`config.mk`:
```
export PLATFORM = sky130hd
export DESIGN_NAME = mult_div_unit
export DESIGN_NICKNAME = d
export VERILOG_FILES = /design/src/rtl/mult_div_unit.sv
export SDC_FILE = /design/constraint.sdc
export NUM_CORES = 1
export LEC_CHECK = 0
export ABC_AREA = 1
export BUFFER_PORTS_ARGS = -buffer_cell sky130_fd_sc_hd__buf_2
export CORE_MARGIN = 1
export CORE_UTILIZATION = 60
export CTS_CLUSTER_DIAMETER = 60
export DETAILED_ROUTE_END_ITERATION = 8
export GPL_TIMING_DRIVEN = 0
export PLACE_DENSITY = 0.82
export RECOVER_POWER = 25
export SLEW_MARGIN = 10
export SYNTH_ARGS = -nofsm -noshare
export SYNTH_HDL_FRONTEND = slang
export SYNTH_SLANG_ARGS = --single-unit
```
`constraint.sdc`:
```
create_clock -name clk -period 12.9 [get_ports clk]
set_input_delay 0.645 -clock clk [delete_from_list [all_inputs] [get_ports clk]]
set_output_delay 0.645 -clock clk [all_outputs]
set_load 0.01 [all_outputs]
```
`src/rtl/mult_div_unit.sv`:
```
// mult_div_unit: iterative multiply/divide unit with HI/LO result registers.
// Multiply is a one-bit-per-cycle shift-add. Divide is one-bit-per-cycle
// restoring division on magnitudes. MTHI/MTLO write HI/LO directly.
// Optional feature macro MDU_SIGNED_EN: when defined, MULT and DIV operate on
// signed operands. When it is undefined they behave exactly like MULTU/DIVU.

module mult_div_unit #(
    parameter int WIDTH = 32
) (
    input  logic             clk,
    input  logic             rst,
    input  logic             start,
    input  logic [2:0]       op,
    input  logic [WIDTH-1:0] a,
    input  logic [WIDTH-1:0] b,
    output logic [WIDTH-1:0] hi,
    output logic [WIDTH-1:0] lo,
    output logic             busy,
    output logic             done
);

    localparam int CW = $clog2(WIDTH);
    localparam logic [CW-1:0] LAST_ITER = CW'(WIDTH - 1);

    localparam logic [2:0] OP_MULT  = 3'b000;
    localparam logic [2:0] OP_MULTU = 3'b001;
    localparam logic [2:0] OP_DIV   = 3'b010;
    localparam logic [2:0] OP_DIVU  = 3'b011;
    localparam logic [2:0] OP_MTHI  = 3'b100;
    localparam logic [2:0] OP_MTLO  = 3'b101;

    typedef enum logic [1:0] {
        IDLE = 2'd0,
        MUL  = 2'd1,
        DIV  = 2'd2
    } state_t;

    state_t           state_q, state_d;
    logic [CW-1:0]    cnt_q, cnt_d;
    logic [WIDTH-1:0] opnd_q, opnd_d;
    logic [WIDTH-1:0] acc_q, acc_d;
    logic [WIDTH-1:0] shf_q, shf_d;
    logic [WIDTH-1:0] hi_q, hi_d;
    logic [WIDTH-1:0] lo_q, lo_d;
    logic             done_q, done_d;

    logic [WIDTH-1:0]   mag_a;
    logic [WIDTH-1:0]   mag_b;

    logic [WIDTH:0]     mul_sum;
    logic [WIDTH-1:0]   mul_acc_nxt;
    logic [WIDTH-1:0]   mul_shf_nxt;
    logic [2*WIDTH-1:0] mul_result;

    logic [WIDTH:0]     div_cur;
    logic               div_ge;
    logic [WIDTH-1:0]   div_diff;
    logic [WIDTH-1:0]   div_acc_nxt;
    logic [WIDTH-1:0]   div_shf_nxt;
    logic [WIDTH-1:0]   div_quo;
    logic [WIDTH-1:0]   div_rem;

`ifdef MDU_SIGNED_EN
    logic neg_q, neg_d;
    logic rem_neg_q, rem_neg_d;
    logic signed_op;
    logic a_neg;
    logic b_neg;

    // Operand magnitudes and result signs for signed MULT/DIV
    always_comb begin
        signed_op = (op == OP_MULT) || (op == OP_DIV);
        a_neg     = signed_op & a[WIDTH-1];
        b_neg     = signed_op & b[WIDTH-1];
        mag_a     = a_neg ? (~a + 1'b1) : a;
        mag_b     = b_neg ? (~b + 1'b1) : b;
        neg_d     = neg_q;
        rem_neg_d = rem_neg_q;
        if (state_q == IDLE && start) begin
            neg_d     = a_neg ^ b_neg;
            rem_neg_d = a_neg;
        end
    end

    // Sign registers captured alongside the operands
    always_ff @(posedge clk or posedge rst) begin
        if (rst) begin
            neg_q     <= 1'b0;
            rem_neg_q <= 1'b0;
        end else begin
            neg_q     <= neg_d;
            rem_neg_q <= rem_neg_d;
        end
    end
`else
    // Unsigned-only build: operands pass through untouched
    always_comb begin
        mag_a = a;
        mag_b = b;
    end
`endif

    // One multiply step (acc:shf shifts right, adding opnd when the LSB is set)
    // and one restoring-divide step (acc is the partial remainder, shf shifts
    // the dividend out at the top and the quotient in at the bottom)
    always_comb begin
        mul_sum     = {1'b0, acc_q} + (shf_q[0] ? {1'b0, opnd_q} : {(WIDTH+1){1'b0}});
        mul_acc_nxt = mul_sum[WIDTH:1];
        mul_shf_nxt = {mul_sum[0], shf_q[WIDTH-1:1]};
        mul_result  = {mul_acc_nxt, mul_shf_nxt};

        div_cur     = {acc_q, shf_q[WIDTH-1]};
        div_ge      = div_cur >= {1'b0, opnd_q};
        div_diff    = div_cur[WIDTH-1:0] - opnd_q;
        div_acc_nxt = div_ge ? div_diff : div_cur[WIDTH-1:0];
        div_shf_nxt = {shf_q[WIDTH-2:0], div_ge};
        div_quo     = div_shf_nxt;
        div_rem     = div_acc_nxt;

`ifdef MDU_SIGNED_EN
        if (neg_q) begin
            mul_result = ~mul_result + 1'b1;
            div_quo    = ~div_quo + 1'b1;
        end
        if (rem_neg_q) begin
            div_rem = ~div_rem + 1'b1;
        end
`endif
    end

    // Control FSM: accept requests when idle, iterate, then commit to HI/LO
    always_comb begin
        state_d = state_q;
        cnt_d   = cnt_q;
        opnd_d  = opnd_q;
        acc_d   = acc_q;
        shf_d   = shf_q;
        hi_d    = hi_q;
        lo_d    = lo_q;
        done_d  = 1'b0;

        case (state_q)
            IDLE: begin
                if (start) begin
                    case (op)
                        OP_MULT, OP_MULTU: begin
                            state_d = MUL;
                            cnt_d   = '0;
                            acc_d   = '0;
                            shf_d   = mag_a;
                            opnd_d  = mag_b;
                        end
                        OP_DIV, OP_DIVU: begin
                            state_d = DIV;
                            cnt_d   = '0;
                            acc_d   = '0;
                            shf_d   = mag_a;
                            opnd_d  = mag_b;
                        end
                        OP_MTHI: hi_d = a;
                        OP_MTLO: lo_d = a;
                        default: ;
                    endcase
                end
            end
            MUL: begin
                acc_d = mul_acc_nxt;
                shf_d = mul_shf_nxt;
                cnt_d = cnt_q + 1'b1;
                if (cnt_q == LAST_ITER) begin
                    state_d = IDLE;
                    cnt_d   = '0;
                    hi_d    = mul_result[2*WIDTH-1:WIDTH];
                    lo_d    = mul_result[WIDTH-1:0];
                    done_d  = 1'b1;
                end
            end
            DIV: begin
                acc_d = div_acc_nxt;
                shf_d = div_shf_nxt;
                cnt_d = cnt_q + 1'b1;
                if (cnt_q == LAST_ITER) begin
                    state_d = IDLE;
                    cnt_d   = '0;
                    hi_d    = div_rem;
                    lo_d    = div_quo;
                    done_d  = 1'b1;
                end
            end
            default: begin
                state_d = IDLE;
                cnt_d   = '0;
            end
        endcase
    end

    // State, datapath and result registers
    always_ff @(posedge clk or posedge rst) begin
        if (rst) begin
            state_q <= IDLE;
            cnt_q   <= '0;
            opnd_q  <= '0;
            acc_q   <= '0;
            shf_q   <= '0;
            hi_q    <= '0;
            lo_q    <= '0;
            done_q  <= 1'b0;
        end else begin
            state_q <= state_d;
            cnt_q   <= cnt_d;
            opnd_q  <= opnd_d;
            acc_q   <= acc_d;
            shf_q   <= shf_d;
            hi_q    <= hi_d;
            lo_q    <= lo_d;
            done_q  <= done_d;
        end
    end

    assign hi   = hi_q;
    assign lo   = lo_q;
    assign busy = (state_q != IDLE);
    assign done = done_q;

endmodule

```
* Word-level counts from Yosys, hierarchy flattened *
Index checks and enable logic that the tools add are counted.

storage, ports and cells
  output and inout bits = 66
  word-level logic and storage cells = 70
  input bits = 70
  bits in registers = 168

operators by class
  mux-type cells = 28
  reductions and logical operators = 14
  eq/ne operators = 16
  add/sub/neg operators = 3
  $lt $le $gt $ge = 1

operators by type and width
  kind                 count
  $mux 32              14
  $pmux 32 s3          4
  $add 32x32->33       1
  $ge 33x32->1         1
  $sub 32x32->32       1
  $mux 5               3
  $pmux 5 s2           1
  $reduce_and 5->1     2
  $reduce_and 3->1     3
  $ne 2x2->1 const B   4
  $pmux 2 s2           2
  $eq 3x2->1 const B   2
  $eq 3x3->1 const B   2
  $ne 2x1->1 const B   3
  $reduce_or 2->1      3
  $add 5x1->5 const B  1
  $eq 5x5->1 const B   1
  $mux 2               2
  $reduce_or 4->1      1
  $eq 3x1->1 const B   1
  $logic_not 3->1      1
  $ne 3x1->1 const B   1
  $reduce_bool 3->1    1
  $eq 2x1->1 const B   1
  other kinds (5)      6

* Longest topological paths before layout *
Gate-level depths: netlist of the first run.

  word-level depth = 5
  gate-level depth with buffers = 20
  depth with buffers taken out = 18

* Worst setup path before layout of the first run *
Ideal clock, no wire load.

  path kind = register to register
  start = register shf_q[0]
  end = register acc_q[9]
  data required time = 12.768 ns
  path buffers = 2
  cell stages (with the launch flop) = 18
  path slack = 10.450 ns
  clock period less this slack = 2.450 ns
  arrival time = 2.317 ns
  path through = dfrtp_1 clkbuf_1 clkbuf_1 nand2_1 inv_1 ha_1 fa_1 nand3_1 nand2_1 nand2_1 nand2_1 nand2_1 nand2_1 or2_2 nand3_1 nand2_1 nand2_1 o21ai_1

on the way
  longest elaborated chain between the ends = 3

ends and longest elaborated chain
  element                 line  text
  start, declared         42    logic [WIDTH-1:0] shf_q, shf_d;
  start signal, assigned  204   shf_q <= '0;
  start signal, assigned  213   shf_q <= shf_d;
  $mux 32                 107   mul_sum = {1'b0, acc_q} + (shf_q[0] ? {1'b0, opnd_q} : {(WIDTH+1){1'b0}});
  $add 32x32->33          107
  $pmux 32 s3             142   case (state_q)
  end signal, assigned    203   acc_q <= '0;
  end signal, assigned    212   acc_q <= acc_d;
  end, declared           41    logic [WIDTH-1:0] acc_q, acc_d;

Every way passes these cells.
A chain may end at the register's enable or synchronous reset.

* Worst setup path in the final report of the first run *
  start = register shf_q[0]
  end = register hi_q[21], in the netlist hi[21]

on the way
  longest elaborated chain between the ends = 4

ends and longest elaborated chain
  element               line  text
  $mux 32               107
  $add 32x32->33        107
  $mux 32               170   if (cnt_q == LAST_ITER) begin
  $pmux 32 s3           142
  end signal, assigned  214   hi_q <= hi_d;
  end, declared         43    logic [WIDTH-1:0] hi_q, hi_d;

Every way passes these cells. The select of a mux whose other input is x is not followed.

==> out/qor.yml, run 1 <==
clock_tree:
  root_buffer: "clkbuf_16"
  ctsHoldBuffers: 0
  cts_resized: 0
  cts_setup_buffers: 0
  cts_tree: "done"
  clock_latency_ns: 0.45
  cts_buffer_depth: 2
  cts.sinks: 168
  clkTransAtPathRegs_ns: 0.08
  cts_buffers: 17
  htree_num_levels: 4
final_layout:
  fin_nets: 2259
  post-route-util_pct: 70.1
  drive_gt1_share_pct: 10.4
  antenna_cells: 0
  area_growth_pct: 12.7
logic_synthesis:
  synth-seq-area-share_pct: 33.0
  synth_xor_area_share_pct: 0.962
  muxShareOfSynthArea_pct: 0.0884
  syn_nets: 2104
  synth_compound_area_share_pct: 14.6
  syn-cell-area_sq_mm: 0.0127
  synth_warnings: 0
  synthSimpleGateAreaFrac_pct: 33.8
  ys_types: 40
  synth_top_family_by_area: "simple AND/OR/NAND/NOR gates"
  synthAdderAreaFrac_pct: 7.19
  avgSynthCellArea_sq_um: 6.49
  syn-instance-count: 1962
  synth-seq-cells: 168
drt:
  via_per_inst: 5.86
  drcViolationCount: 0
  drt_pass1_iterations: 5
  post_drt_wl_per_cell_microns: 18.0
  drt-total-wl_microns: 43300
  vias: 14054
  ant_nets: 0
  dr.first_iter.drc_count: 1356
floorplan:
  fp.dieArea_sq_mm: 0.0218
  coreArea_sq_mm: 0.0205
  initial_utilization_pct: 62.2
  io_pins: 136
  rows: 52
  die_x_microns: 148
  die_y_microns: 148
sta:
  finalHoldViolCount: 0
  max_slew_margin_pct: -67.2
  rsz0062_at_grt: "false"
  fin_skew_ns: 0.0161
  tns_ns: 0
  finalCriticalPeriod_ns: 3.57
  setup_viol: 0
  worstMarginPinSlew_ns: 2.49
  fin_crit_sh_pct: 27.7
  maxSlewViolCount: 53
  fmax_mhz: 280
global_routing:
  track_usage_pct: 40.6
  grt_pass1_vias: 13585
  overflow: 0
  antenna_found_initial: 0
  grt_pass1_wl_microns: 68600
  grt_max_degree: 117
setup_path:
  ff2ff_setup_slack_ns: 9.33
  cp_max_fo: 10
  arrival_ns: 3.94
  path_class: "flip-flop to flip-flop"
  cp.required_ns: 13.27
  reg2reg_from: "shf_q[0]"
  startpoint_type: "flip-flop"
  r2r-end: "hi[21]"
  rr_worst_depth: 18
  end_kind: "flip-flop"
min_path:
  worstHoldStart: "b[30]"
  min_to: "opnd_q[30]"
  whs_path_depth: 3
  hold_class: "input pin to flip-flop"
placed_design:
  place.gp.congestion: 1.00
  dp_hpwl_microns: 34400
  portBuffers: 135
power_and_ir_drop:
  ir_worst_vdd_mv: 0.133
  p_leak_uw: 0.00778
  p_per_area_mw_per_mm2: 230
run_status:
  violations: "capacitance limit, slew limit"
  status: "complete, but fails checks"
run:
  maxCapViolations: 1
-- metrics by stage --
stage          cells  hold slack, ns  instance area (sq um)  power [uW]  setup slack [ns]
6_report        2400           0.399                  14400        3310              9.33
5_1_grt         2400           0.423                  14400        3530              9.05
4_1_cts         2400           0.214                  14400        3260              9.42
3_5_place_dp    2368           0.477                  13800        2730              9.44
3_3_place_gp    2367           0.472                  13800        2660              5.92
2_1_floorplan   1962           0.456                  12700        2140              7.71
-- area by class of cell --
| cell class | instances | area (sq um) |
|---|---|---|
| Multi-Input combinational cell | 1454 | 7210 |
| Fill cell | 1811 | 6130 |
| Sequential cell | 168 | 4200 |
| Inverter | 266 | 1000 |
| Timing Repair Buffer | 136 | 703 |
| Clock buffer | 18 | 429 |
| Tap cell | 270 | 338 |
| Buffer | 74 | 323 |
| Clock inverter | 14 | 150 |
-- power breakdown --
group / internal (uW) / total [uW] / switching, uW
registers: 752 / 901 / 148
clock network: 260 / 520 / 260
logic: 595 / 1890 / 1300
-- flip-flops by register name, indices dropped and copies added (netlist names) --
signal	cells
state_q	2
shf_q	32
acc_q	32
hi	32
cnt_q	5
lo	32
done	1
opnd_q	32
-- cells by family (layout without fill, tap and decap cells) --
| kind of cell | count (synthesis) | in the layout |
|---|---|---|
| AOI/OAI and AO/OA | 338 | 338 |
| xor gates and xnor gates | 14 | 14 |
| adders and majority gates | 72 | 72 |
| buffers and inverters | 340 | 508 |
| DFF | 168 | 168 |
| muxes | 1 | 1 |
| and+or+nand+nor | 1029 | 1029 |
-- routing by layer --
layer  part of all wire, %  GRT usage (%)  wire, microns  up-vias
li1                      -              -              -     6636
met1                    42           54.1          18100     6472
met2                    44           64.0          19300      803
met3                   9.6           8.49           4140      143
met4                   4.2           17.6           1800        0
met5                     0              0              0        -
-- worst max-delay path: stages, from the launching register on --
cell and delay (ns):
dfrtp_1 0.32, clkbuf_1 0.35, clkbuf_1 0.52, nand2_1 0.11
inv_1 0.09, ha_1 0.21, fa_1 0.26, nand3_1 0.10
nand2_1 0.18, nand2_1 0.08, nand2_1 0.09, nand2_1 0.08
a21oi_1 0.35, nand2_1 0.14, nand3_1 0.10, nand3_1 0.11
nand2_1 0.11, nand2_1 0.12, a21oi_1 0.17
-- cells in the final DEF (no fill, tap or decap), types with 2 or more instances in the layout --
master     Yosys  final
a211oi_1       2      2
a21boi_0       2      2
a21o_1         3      3
a21oi_1      125    125
a31oi_1       63     63
and2_1         2      2
buf_2         12    147
buf_6          4      4
clkbuf_1      58     59
clkbuf_16      0     17
clkinv_4       0      3
clkinv_8       0      2
dfrtp_1      168    168
fa_1           2      2
ha_1          70     70
inv_1        260    259
inv_2          6      6
inv_6          0      4
inv_8          0      5
nand2_1      635    635
nand2_2        8      8
nand3_1      102    102
nand3_2        3      3
nand3b_1      43     43
nand4_1        8      8
nor2_1       197    197
nor2_2         7      7
nor2_4         2      2
nor3_1        13     13
o21ai_0       67     67
o21ai_1       33     33
o21bai_1       7      7
o22ai_1       31     31
or2_2          6      6
xnor2_1       13     13
-- Yosys cell counts, drive strengths merged --
cell type  count  area (sq um)
nor3          14          75.1
xor2           1          8.76
or2            6          37.5
o21ai        101           509
o21a           1          7.51
a31oi         63           394
a22oi          1          7.51
a21boi         2          15.0
nand3b        44           343
a21oi        126           634
o21bai         7          52.6
nor4           1          6.26
o32ai          1          8.76
dfrtp        168          4200
a211oi         2          15.0
inv          266           998
mux2           1          11.3
ha            70           876
nand4          8          50.1
nand2        643          2430
clkbuf        58           218
nor2         206           806
buf           16           105
a21o           3          22.5
and2           2          12.5
fa             2          40.0
xnor2         13           114
nand3        105           541
o22ai         31           194
-- how the worst max path moves through the flow --
| stage | from | to | slack [ns] |
|---|---|---|---|
| detailed placement | shf_q[0] | hi[21] | 9.44 |
| CTS | shf_q[0] | hi[21] | 9.42 |
| global route | shf_q[0] | hi[21] | 9.05 |
| global placement | rst | opnd_q[25] | 5.92 |
| floorplan | rst | acc_q[0] | 7.71 |
| finish | shf_q[0] | hi[21] | 9.33 |
Note: power is estimated with default switching activity, not from simulation.
==> inputs of run 2 (changes only) <==
ABC_AREA = 0   (was 1)
CORE_UTILIZATION = 54   (was 60)
PLACE_DENSITY = 0.79   (was 0.82)
clock period = 3.25 ns   (was 12.9 ns; I/O delays follow)
==> run 2 against run 1 <==
  * The run ends with capacitance limit, slew limit, setup timing left
  * Synthesized area decreased by 9.6%
  * Core utilization up 0.64 points
  * Design area increased by 3.2%
  * Non-clock buffer count increased by 82
  * Global-route usage down 5.2 points
  * Setup slack lost 9.3 ns
  * Sequential power rose to 4.3 times the previous value
  * First-iteration DRC count fell by 4.4%
  * Critical path type unchanged
  * Largest cell class unchanged
  * Total power rose to 4.5 times the previous value
  * Hold slack worse by 0.36 ns
  * Sequential share of layout area fell by 0.81 points
  * Final cell count fell by 22%
==> out/qor.yml, run 2 <==
setup_path:
  crit_slowest_cell: "dfrtp_1"
  end_kind: "flip-flop"
  worstPathCellList: "ha_1 -> nand4_1 -> nor2_2 -> nand4_1 -> o211ai_1 -> a211oi_4 -> buf_6 -> buf_4 -> mux2i_1 -> o21ai_0 -> o221a_2"
  critPathMaxStageDelay_ns: 0.47
  cp_top_family: "compound AO/OA/AOI/OAI gates"
  arrival_ns: 3.65
  cp.required_ns: 3.63
  startpoint_type: "flip-flop"
  cpMostUsedCell: "nand4_1"
  path_class: "flip-flop to flip-flop"
  cp_max_fo: 10
  crit_buf_inv: 2
clock_tree:
  htree_num_levels: 4
  cts_buffer_depth: 2
  cts_tree: "done"
  cts_buffers: 17
  clock_latency_ns: 0.45
  root_buffer: "clkbuf_16"
  cts.sinks: 168
  clkTransAtPathRegs_ns: 0.07
sta:
  rsz0062_at_grt: "true"
  maxSlewViolCount: 74
  fmax_mhz: 306
  finalHoldViolCount: 0
  setup_viol: 2
  fin_crit_sh_pct: 101
  timing.final.ws_setup_ns: -0.0177
  max_slew_margin_pct: -43.8
  tns_ns: -0.0296
  finalCriticalPeriod_ns: 3.27
  fin_skew_ns: 0.0130
  worstMarginPinSlew_ns: 2.16
placed_design:
  placed_area_sq_mm: 0.0126
  place.gp.congestion: 0.943
  dp_hpwl_microns: 28900
  portBuffers: 135
logic_synthesis:
  synth_top_area_share_pct: 36.5
  ys_types: 63
  syn_nets: 1491
  synth-seq-area-share_pct: 36.5
  async_flop_share_pct: 100
  synthTopCellsByCount: "dfrtp_1 (168), o21ai_0 (168), nand2_1 (162), a21oi_1 (104), nor2_1 (74)"
  avgSynthCellArea_sq_um: 8.54
  synth_warnings: 0
  ys.flop_type: "dfrtp_1"
  ys_top_cells_by_area: "dfrtp_1 (37%), ha_1 (7.6%), o21ai_0 (7.3%)"
  synth-edff-count: 0
  synth_largest_area_cell: "dfrtp_1"
  syn-instance-count: 1349
  syn-cell-area_sq_mm: 0.0115
  synth-seq-cells: 168
floorplan:
  fp.dieArea_sq_mm: 0.0219
  die_y_microns: 148
  initial_utilization_pct: 55.0
  rows: 53
  io_pins: 136
  die_x_microns: 148
  coreArea_sq_mm: 0.0210
power_and_ir_drop:
  power_switching_uw: 7300
  p_seq_share_pct: 25.5
  p_clk_share_pct: 13.8
  p_comb_share_pct: 60.7
  p_per_area_mw_per_mm2: 1020
  ir_worst_vdd_mv: 0.549
  p_leak_uw: 0.00663
  sw_frac_of_total_pct: 48.5
  p_int_uw: 7740
run_status:
  violations: "capacitance limit, slew limit, setup timing"
  status: "complete, but fails checks"
drt:
  post_drt_wl_per_cell_microns: 21.4
  ant_nets: 0
  via_per_inst: 6.44
  vias: 12031
  drcViolationCount: 0
  dr.first_iter.drc_count: 1296
  drt_pass1_iterations: 8
  drt-total-wl_microns: 40000
global_routing:
  grt_max_degree: 39
  grt_pass1_vias: 11195
  overflow: 0
  grt_pass1_wl_microns: 60200
  track_usage_pct: 35.4
  antenna_found_initial: 0
final_layout:
  final_cell_mix: "nand2_1 (157), dfrtp_1 (157), o21ai_0 (147), buf_2 (135), a21oi_1 (87)"
  antenna_cells: 0
  fin_nets: 1721
  fin_area_sq_mm: 0.0148
  area_growth_pct: 28.7
  drive_gt1_share_pct: 26.6
  num-fill-cells: 1639
run:
  maxCapViolations: 2
min_path:
  hold_class: "input pin to flip-flop"
## run 2: cell types whose count changed after synthesis, sizes merged, moves of 23 or more
| cell | change |
|---|---|
| nand3 | -84 |
| inv | -205 |
| a21o | +34 |
| nand2 | -481 |
| o22ai | -28 |
| and2 | +36 |
| nand3b | -44 |
| xor2 | +23 |
| o21ai | +76 |
| mux2 | +33 |
| nor2 | -132 |
| a31oi | -55 |
## run 2: layout make-up
cell class | count | area, sq um | share of cell area, %
Multi-Input combinational cell | 1038 | 7640 | 51.6
Sequential cell | 168 | 4220 | 28.5
Timing Repair Buffer | 223 | 1440 | 9.74
Clock buffer | 18 | 439 | 2.96
Tap cell | 275 | 344 | 2.32
Buffer | 69 | 343 | 2.31
Inverter | 62 | 234 | 1.58
Clock inverter | 14 | 151 | 1.02
## run 2: cell families after synthesis
family / share of synthesized area, %
flip-flops: 36.5
XOR/XNOR: 3.73
AND/OR/NAND/NOR: 15.9
buffers and inverters: 4.87
adder cells (fa/ha/maj): 7.95
AO/OA/AOI/OAI: 27.0
multiplexers: 4.02
## run 2: layer usage
metal	GRT usage, %	vias to the layer above	routed length [microns]
met2	58.0	736	18600
met4	14.2	0	1910
met1	46.8	5778	16100
li1	-	5356	-
met3	5.52	161	3430
met5	0	-	0
## run 2: per-stage QoR
| stage | utilization [%] | std cells | power (uW) | hold slack, ns | setup WS, ns |
|---|---|---|---|---|---|
| after CTS | 67.1 | 1835 | 13900 | 0.0328 | -0.00824 |
| after detailed placement | 60.4 | 1764 | 11300 | 0.0715 | -0.750 |
| final | 70.7 | 1867 | 15000 | 0.0357 | -0.0177 |
| after floorplan | - | 1349 | 8830 | 0.313 | 0.233 |
| after global routing | 70.7 | 1867 | 15900 | 0.0837 | -0.0880 |
| after global placement | 59.8 | 1759 | 11100 | 0.394 | -0.745 |
## run 2: worst paths after layout
kind	startpoint	to	slack, ns	depth (start not counted)
worst max register to register	acc_q[5]	hi[11]	-0.02	11
min in group asynchronous	rst	lo[4]	0.12	3
max in group asynchronous	rst	acc_q[28]	0.45	6
worst max-delay path	acc_q[5]	hi[11]	-0.02	11
worst min-delay path	op[2]	state_q[0]	0.04	3
worst min register to register	lo[3]	lo[3]	0.48	2
## run 2: timing repair
| action | CTS | global route |
|---|---|---|
| cloned | 1 | 1 |
| setup buffers | 14 | 33 |
| setup endpoints to repair | 62 | 82 |
| hold endpoints to repair | 106 | 0 |
| pin swaps | 19 | 53 |
| gates resized for setup | 96 | 126 |
| hold buffers | 34 | 0 |
## run 2: worst reg2reg max path, delay by kind of cell, from the launching register on
family                     cells  cell delay [ns]
AOI/OAI and AO/OA              4             1.05
adders and majority gates      1             0.44
buffers and inverters          2             0.36
DFF                            1             0.47
muxes                          1             0.13
and+or+nand+nor                3             0.76
## run 2: power groups by stage
stage	Clock [uW]	Combinational [uW]	Sequential, uW
after floorplan	0	5140	3690
after global placement	0	7330	3780
after detailed placement	0	7540	3800
after CTS	2080	8020	3770
after global routing	2150	9830	3900
final	2080	9130	3830
